`src/rtl/feature_fetcher_if.sv`:
```
// Bundle between the feature fetcher, the new-feature BRAM read port and the
// downstream vector consumer. "master" is the fetcher side, "slave" the
// BRAM/consumer side.
//
// Vector handshake: a transfer happens on every rising clk edge where
// feat_vec_vld && feat_vec_rdy. While feat_vec_vld is high and feat_vec_rdy is
// low, feat_vec and node_idx stay stable and feat_vec_vld stays high. Only a
// transfer or reset drops feat_vec_vld. feat_vec_rdy has no effect while
// feat_vec_vld is low.
interface feature_fetcher_if #(
   parameter int NEW_FEATURE_WIDTH = 32,
   parameter int NUM_FEATURE_OUT   = 16,
   parameter int NUM_SUBGRAPHS     = 2708
);
   localparam int ADDR_W = $clog2(NUM_SUBGRAPHS * NUM_FEATURE_OUT);
   localparam int IDX_W  = $clog2(NUM_SUBGRAPHS);

   logic [ADDR_W-1:0]                                 feat_bram_addrb;
   logic                                              feat_bram_enb;
   logic [NEW_FEATURE_WIDTH-1:0]                      feat_bram_doutb;
   logic [NUM_FEATURE_OUT-1:0][NEW_FEATURE_WIDTH-1:0] feat_vec;
   logic                                              feat_vec_vld;
   logic                                              feat_vec_rdy;
   logic [IDX_W-1:0]                                  node_idx;

   modport master (
      output feat_bram_addrb, feat_bram_enb, feat_vec, feat_vec_vld, node_idx,
      input  feat_bram_doutb, feat_vec_rdy
   );

   modport slave (
      input  feat_bram_addrb, feat_bram_enb, feat_vec, feat_vec_vld, node_idx,
      output feat_bram_doutb, feat_vec_rdy
   );
endinterface

```
`src/rtl/feature_fetcher.sv`:
```
// Feature fetcher: walks the new-feature BRAM node by node, issues one
// single-element read per cycle, reassembles each node's elements into one
// packed vector and offers it downstream over valid/ready.
// Word k of node n (address n*N+k) holds element N-1-k and lands in
// feat_vec[N-1-k]. Reads never overlap the OUT phase, so a single vector
// buffer is enough even under backpressure.
module feature_fetcher #(
   parameter int NEW_FEATURE_WIDTH = 32,
   parameter int NUM_FEATURE_OUT   = 16,
   parameter int NUM_SUBGRAPHS     = 2708,
   parameter int BRAM_RD_LATENCY   = 2
) (
   input  logic               clk,
   input  logic               rst,
   input  logic               start,
   feature_fetcher_if.master  bus,
   output logic               busy,
   output logic               done,
   output logic [2:0]         state_dbg
);
   localparam int NEW_FEATURE_ADDR_W = $clog2(NUM_SUBGRAPHS * NUM_FEATURE_OUT);
   localparam int IDX_W              = $clog2(NUM_SUBGRAPHS);
   localparam int CNT_W              = $clog2(NUM_FEATURE_OUT);
   localparam logic [IDX_W-1:0] LAST_NODE = IDX_W'(NUM_SUBGRAPHS - 1);
   localparam logic [CNT_W-1:0] LAST_CNT  = CNT_W'(NUM_FEATURE_OUT - 1);

   typedef enum logic [2:0] {
      S_IDLE  = 3'd0,
      S_FETCH = 3'd1,
      S_WAIT  = 3'd2,
      S_OUT   = 3'd3,
      S_FIN   = 3'd4
   } state_t;

   state_t                        state;
   logic [CNT_W-1:0]              rd_cnt;
   logic [CNT_W-1:0]              ret_cnt;
   logic [NEW_FEATURE_ADDR_W-1:0] nxt_addr;
   logic [BRAM_RD_LATENCY-1:0]    vld_pipe;
   logic                          ret_vld;

   assign state_dbg = state;
   assign ret_vld   = vld_pipe[BRAM_RD_LATENCY-1];

   // Delay line matching BRAM latency: tags which cycles carry requested read data.
   always_ff @(posedge clk) begin
      if (rst) begin
         vld_pipe <= '0;
      end else begin
         vld_pipe[0] <= bus.feat_bram_enb;
         for (int i = 1; i < BRAM_RD_LATENCY; i++) begin
            vld_pipe[i] <= vld_pipe[i-1];
         end
      end
   end

   // Main FSM: issues reads, captures returning words, runs the output handshake.
   always_ff @(posedge clk) begin
      if (rst) begin
         state               <= S_IDLE;
         bus.feat_bram_enb   <= 1'b0;
         bus.feat_bram_addrb <= '0;
         bus.feat_vec        <= '0;
         bus.feat_vec_vld    <= 1'b0;
         bus.node_idx        <= '0;
         nxt_addr            <= '0;
         rd_cnt              <= '0;
         ret_cnt             <= '0;
         busy                <= 1'b0;
         done                <= 1'b0;
      end else begin
         done <= 1'b0;

         // Returning words fill the buffer from the top slot down (slot N-1-k == ~k).
         if (ret_vld) begin
            bus.feat_vec[~ret_cnt] <= bus.feat_bram_doutb;
            ret_cnt                <= ret_cnt + 1'b1;
         end

         case (state)
            S_IDLE: begin
               if (start) begin
                  state               <= S_FETCH;
                  bus.feat_bram_enb   <= 1'b1;
                  bus.feat_bram_addrb <= '0;
                  bus.node_idx        <= '0;
                  rd_cnt              <= '0;
                  busy                <= 1'b1;
               end
            end

            S_FETCH: begin
               if (rd_cnt == LAST_CNT) begin
                  state               <= S_WAIT;
                  bus.feat_bram_enb   <= 1'b0;
                  bus.feat_bram_addrb <= '0;
                  nxt_addr            <= bus.feat_bram_addrb + NEW_FEATURE_ADDR_W'(1);
                  rd_cnt              <= '0;
               end else begin
                  rd_cnt              <= rd_cnt + 1'b1;
                  bus.feat_bram_addrb <= bus.feat_bram_addrb + NEW_FEATURE_ADDR_W'(1);
               end
            end

            S_WAIT: begin
               if (ret_vld && (ret_cnt == LAST_CNT)) begin
                  state            <= S_OUT;
                  bus.feat_vec_vld <= 1'b1;
               end
            end

            S_OUT: begin
               if (bus.feat_vec_vld && bus.feat_vec_rdy) begin
                  bus.feat_vec_vld <= 1'b0;
                  if (bus.node_idx == LAST_NODE) begin
                     state <= S_FIN;
                     done  <= 1'b1;
                  end else begin
                     state               <= S_FETCH;
                     bus.node_idx        <= bus.node_idx + 1'b1;
                     bus.feat_bram_enb   <= 1'b1;
                     bus.feat_bram_addrb <= nxt_addr;
                  end
               end
            end

            S_FIN: begin
               state <= S_IDLE;
               busy  <= 1'b0;
            end

            default: begin
               state <= S_IDLE;
            end
         endcase
      end
   end
endmodule

```
`src/flat_wrapper.sv`:
```
// flat-port wrapper written by rule: the top's interface ports become plain ports
module feature_fetcher_flat 
#(
   parameter int NEW_FEATURE_WIDTH = 32,
   parameter int NUM_FEATURE_OUT   = 16,
   parameter int NUM_SUBGRAPHS     = 2708,
   parameter int BRAM_RD_LATENCY   = 2
)
  (clk, rst, start, busy, done, state_dbg, bus_feat_bram_addrb, bus_feat_bram_enb, bus_feat_vec, bus_feat_vec_vld, bus_node_idx, bus_feat_bram_doutb, bus_feat_vec_rdy);
  feature_fetcher_if #(.NEW_FEATURE_WIDTH(NEW_FEATURE_WIDTH), .NUM_FEATURE_OUT(NUM_FEATURE_OUT), .NUM_SUBGRAPHS(NUM_SUBGRAPHS)) bus_i ();
  input  logic clk;
  input  logic rst;
  input  logic start;
  output logic busy;
  output logic done;
  output logic [2:0] state_dbg;
  output wire logic [$bits(bus_i.feat_bram_addrb)-1:0] bus_feat_bram_addrb;
  output wire logic [$bits(bus_i.feat_bram_enb)-1:0] bus_feat_bram_enb;
  output wire logic [$bits(bus_i.feat_vec)-1:0] bus_feat_vec;
  output wire logic [$bits(bus_i.feat_vec_vld)-1:0] bus_feat_vec_vld;
  output wire logic [$bits(bus_i.node_idx)-1:0] bus_node_idx;
  input wire logic [$bits(bus_i.feat_bram_doutb)-1:0] bus_feat_bram_doutb;
  input wire logic [$bits(bus_i.feat_vec_rdy)-1:0] bus_feat_vec_rdy;
  assign bus_feat_bram_addrb = bus_i.feat_bram_addrb;
  assign bus_feat_bram_enb = bus_i.feat_bram_enb;
  assign bus_feat_vec = bus_i.feat_vec;
  assign bus_feat_vec_vld = bus_i.feat_vec_vld;
  assign bus_node_idx = bus_i.node_idx;
  assign bus_i.feat_bram_doutb = bus_feat_bram_doutb;
  assign bus_i.feat_vec_rdy = bus_feat_vec_rdy;
  feature_fetcher #(.NEW_FEATURE_WIDTH(NEW_FEATURE_WIDTH), .NUM_FEATURE_OUT(NUM_FEATURE_OUT), .NUM_SUBGRAPHS(NUM_SUBGRAPHS), .BRAM_RD_LATENCY(BRAM_RD_LATENCY)) u_core (.clk(clk), .rst(rst), .start(start), .bus(bus_i), .busy(busy), .done(done), .state_dbg(state_dbg));
endmodule
```
`config.mk`:
```
export PLATFORM = sky130hd
export DESIGN_NAME = feature_fetcher_flat
export DESIGN_NICKNAME = d
export VERILOG_FILES = /design/src/rtl/feature_fetcher_if.sv /design/src/rtl/feature_fetcher.sv /design/src/flat_wrapper.sv
export SDC_FILE = /design/constraint.sdc
export NUM_CORES = 1
export LEC_CHECK = 0
export ABC_CLOCK_PERIOD_IN_PS = 5250
export BUFFER_PORTS_ARGS = -buffer_cell sky130_fd_sc_hd__buf_4
export CAP_MARGIN = 20
export CORE_ASPECT_RATIO = 1.5
export CORE_MARGIN = 8
export CORE_UTILIZATION = 45
export DETAILED_ROUTE_END_ITERATION = 7
export HOLD_SLACK_MARGIN = 0.12
export PLACE_DENSITY = 0.7
export SLEW_MARGIN = 20
export SYNTH_ARGS = -nofsm -noshare
export SYNTH_HDL_FRONTEND = slang
export SYNTH_SLANG_ARGS = --single-unit
```
`constraint.sdc`:
```
create_clock -name clk -period 5.25 [get_ports clk]
set_clock_uncertainty 0.15 [all_clocks]
set_input_delay 1.05 -clock clk [delete_from_list [all_inputs] [get_ports clk]]
set_output_delay 1.05 -clock clk [all_outputs]
set_load 0.03 [all_outputs]
```
==> metrics <==
status complete, no violations; drt first pass iters 6; type of the worst min-delay path flop to flop; post-route setup TNS 0 ns; count of distinct cell types in the synthesized netlist 55; number of buffers on the longest clock path 3; Fin Hold WS between 0.2 and 0.3 ns; endpoint required time on the critical path 4.05 ns; Final min period between 2 and 3 ns; global-route wire length before repair approximately 120 mm; buffers inserted by post-CTS timing repair 0; Port Buf Inserts about 580; total global routing track utilization slightly below 30%; crit path kind flop to output port; post-detailed-route via-to-cell ratio roughly 5.4; final-report setup violation count 0; sequence of cells on the critical path buf_4; combined area of all synthesized cells slightly above 20000 um^2; mean instance size in the synthesized netlist 7.811 um^2; final worst path period share 52.49%; largest driver fanout on the critical path 14; layout cell share with drive strength beyond 1 between 20% and 30%; cell count after synthesis between 2k and 3k; element type at the critical path start flop; Clk Latency, worst-skew pair approximately 0.57 ns; worst vdd ir ~0.31 mV; number of global-route vias before repair approximately 19k; critical path buffer and inverter count 1; DRC marker count from the first detailed-route iteration between 1.5k and 2k; critical path's slowest cell dfxtp_1; number of gates given a new drive strength after cts 0; power share of the sequential group between 50% and 60%; post-synth net total between 2k and 3k; largest net degree at the start of global routing 195; I/O Pins ~580; clock-pin slew reported for the worst setup and hold paths after clock tree synthesis 0.06 ns; H-tree levels 2; Max-slew headroom a little under two fifths; clock tree from TritonCTS yes; combinational share of power roughly 3.6%; CTS hold repair buffers 0; Post-synth ARST share 0%; synthesis-stage register bit count 573; clock net sink count ~570; die width ~190 um; reported max-cap violation count 0; overall power between 0.008 and 0.009 W; highest attainable clock frequency between 300 and 400 MHz; Antenna Nets Post-Route 0; Global Route met2 Usage between 40% and 50%; buffer type at the clock tree root clkbuf_16; number of hold violations in the final report 0; most heavily used metal layer in global routing met2; placed wire-length estimate ~56 mm; DR DRC count 0; Site Rows 96; antenna violations before repair 0; final layout net count 3113; share of synthesized area occupied by flip-flops and latches a little under three fifths; filler instances 4057; Initial Util about 45%; Crit. End Element output port; remaining global-route overflow 0; via count ~20k; die outline area around 53000 um^2; average routed wire per standard cell between 20 and 25 um; internal power contribution just under 0.007 W; Area growth, synth to finish 29.82%; Top FF cell, synth dfxtp_1; Sw Ratio 22.68%; switching power slightly below 0.002 W; Total Routed Length between 80 and 90 mm; Slowest Stage Delay on Critical Path about 0.7 ns; gate family responsible for the most delay along the worst path flip-flops; PwrDens 322.9 nW/um^2; clock network power share between 40% and 50%; RSZ-0062 raised after global routing no; number of synthesis warnings 0; total core area between 40000 and 50000 um^2; met3 usage slightly above 7%; number of CTS-inserted buffers 53; die boundary height between 200 and 300 um; met1 routing resource usage after global routing approximately a third; gpl congestion about 0.86; EDFF count, synth 0; Leakage between 10 and 15 nW; total count of max-transition violations in the final report 0; transition time at the pin with the least slew margin approximately 0.94 ns; arrival time at the worst endpoint ~1.6 ns
==> logic make-up after synthesis <==
| logic type | synth area share, % |
|---|---|
| buffers and inverters | 5.183 |
| AND/OR/NAND/NOR | 23.02 |
| adder cells (fa/ha/maj) | 0.4223 |
| flip-flops | 55.32 |
| AO/OA/AOI/OAI | 14.57 |
| multiplexers | 0.3499 |
| XOR/XNOR | 1.140 |
==> placed cells by master (no fill, tap or decap), drive strengths merged, types with 2 or more instances in the layout <==
cell type  synthesis  routed
o21ai             15      15
and4               4       4
and3               6       6
inv                8      11
o311ai             2       2
a22oi              5       5
and2              15      15
nor2b              5       5
mux2               2       2
nor2              56      56
a221oi             2       2
or3b               2       2
clkbuf           188      77
mux2i              5       5
a21oi            524     524
buf               67     615
xnor2              9       9
dfxtp            573     573
nor3b              4       4
nand4             10      10
a221o              4       4
nor4b              4       4
and3b              2       2
a31oi              3       3
a211oi            14      14
xor2              18      18
nand2b             3       3
bufinv             0       4
nand3             16      16
ha                 7       7
nand2           1067    1067
clkinv             0      12
nor3               5       5
==> through the flow <==
step,util (%),setup WS (ns),std cells,cell area [um^2]
2_1_floorplan,-,2.722,2655,20740
3_3_place_gp,54.91,2.288,3602,25060
3_5_place_dp,54.93,2.211,3602,25070
4_1_cts,58.89,2.502,3699,26880
5_1_grt,58.98,2.424,3700,26920
6_report,58.98,2.494,3701,26920
==> worst paths after layout <==
check                      start  slack [ns]                  endpoint  cells after the start
min           u_core.vld_pipe[0]        0.29        u_core.vld_pipe[1]                      1
max reg2reg   u_core.vld_pipe[1]        2.63  u_core.bus.feat_vec[385]                      5
min reg2reg   u_core.vld_pipe[0]        0.29        u_core.vld_pipe[1]                      1
max          u_core.state_dbg[2]        2.49              state_dbg[2]                      1
==> sequential cells by signal, summed over array words and instances, names as in the netlist, 2 cells and up <==
name	flops
u_core.bus.node_idx	12
u_core.bus.feat_bram_addrb	16
u_core.nxt_addr	16
u_core.rd_cnt	4
u_core.state_dbg	3
u_core.bus.feat_vec	512
u_core.ret_cnt	4
u_core.vld_pipe	2
==> cell type report <==
type / instances / area, um^2 / area share, %
tap: 588 / 735.7 / 2.733
multi-input combinational: 1819 / 8217 / 30.52
antenna: 1 / 2.502 / 0.009295
clock inverter: 20 / 220.2 / 0.8180
clock buffer: 77 / 1589 / 5.902
inverter: 8 / 30.03 / 0.1115
timing repair buffer: 615 / 4657 / 17.30
sequential: 573 / 11470 / 42.61
==> power by group through the flow <==
stage | Sequential (W) | Combinational [W] | Clock, W
floorplan | 0.00449 | 0.000157 | 0
global placement | 0.00447 | 0.000305 | 0
detailed placement | 0.00447 | 0.000308 | 0
CTS | 0.00437 | 0.000308 | 0.00405
global route | 0.00437 | 0.000325 | 0.00422
finish | 0.00437 | 0.000316 | 0.00400
==> synthesized netlist by cell type, types with 3 or more instances <==
| library cell | number | area, um^2 |
|---|---|---|
| nand2_1 | 1066 | 4001 |
| dfxtp_1 | 573 | 11470 |
| a21oi_1 | 523 | 2618 |
| clkbuf_1 | 188 | 705.7 |
| buf_2 | 61 | 305.3 |
| nor2_1 | 55 | 206.5 |
| xor2_1 | 18 | 157.7 |
| and2_1 | 15 | 93.84 |
| nand3_1 | 15 | 75.07 |
| a211oi_1 | 14 | 105.1 |
| nand4_1 | 9 | 56.30 |
| xnor2_1 | 9 | 78.83 |
| inv_1 | 8 | 30.03 |
| o21ai_0 | 8 | 40.04 |
| ha_1 | 7 | 87.58 |
| o21ai_1 | 7 | 35.03 |
| and3_1 | 6 | 37.54 |
| a22oi_1 | 5 | 37.54 |
| mux2i_1 | 5 | 50.05 |
| nor2b_1 | 5 | 31.28 |
| a221o_1 | 4 | 40.04 |
| and4_1 | 4 | 35.03 |
| buf_1 | 4 | 15.01 |
| nor3_1 | 4 | 20.02 |
| a31oi_1 | 3 | 18.77 |
| nand2b_1 | 3 | 18.77 |
| nor3b_1 | 3 | 22.52 |
| nor4b_1 | 3 | 26.28 |
==> worst reg2reg max path: cells and delay by family, from the launching register on <==
family	cells	cell delay (ns)
AO/OA/AOI/OAI	1	0.15
flip-flops	1	0.50
buffers and inverters	1	0.39
AND/OR/NAND/NOR	3	1.36
==> metal layers <==
layer,wire (um),vias to the layer above
met3,7622,246
met5,0,-
li1,-,9338
met2,40000,950
met4,5737,0
met1,28590,9322
(Power assumes the default switching activity.)
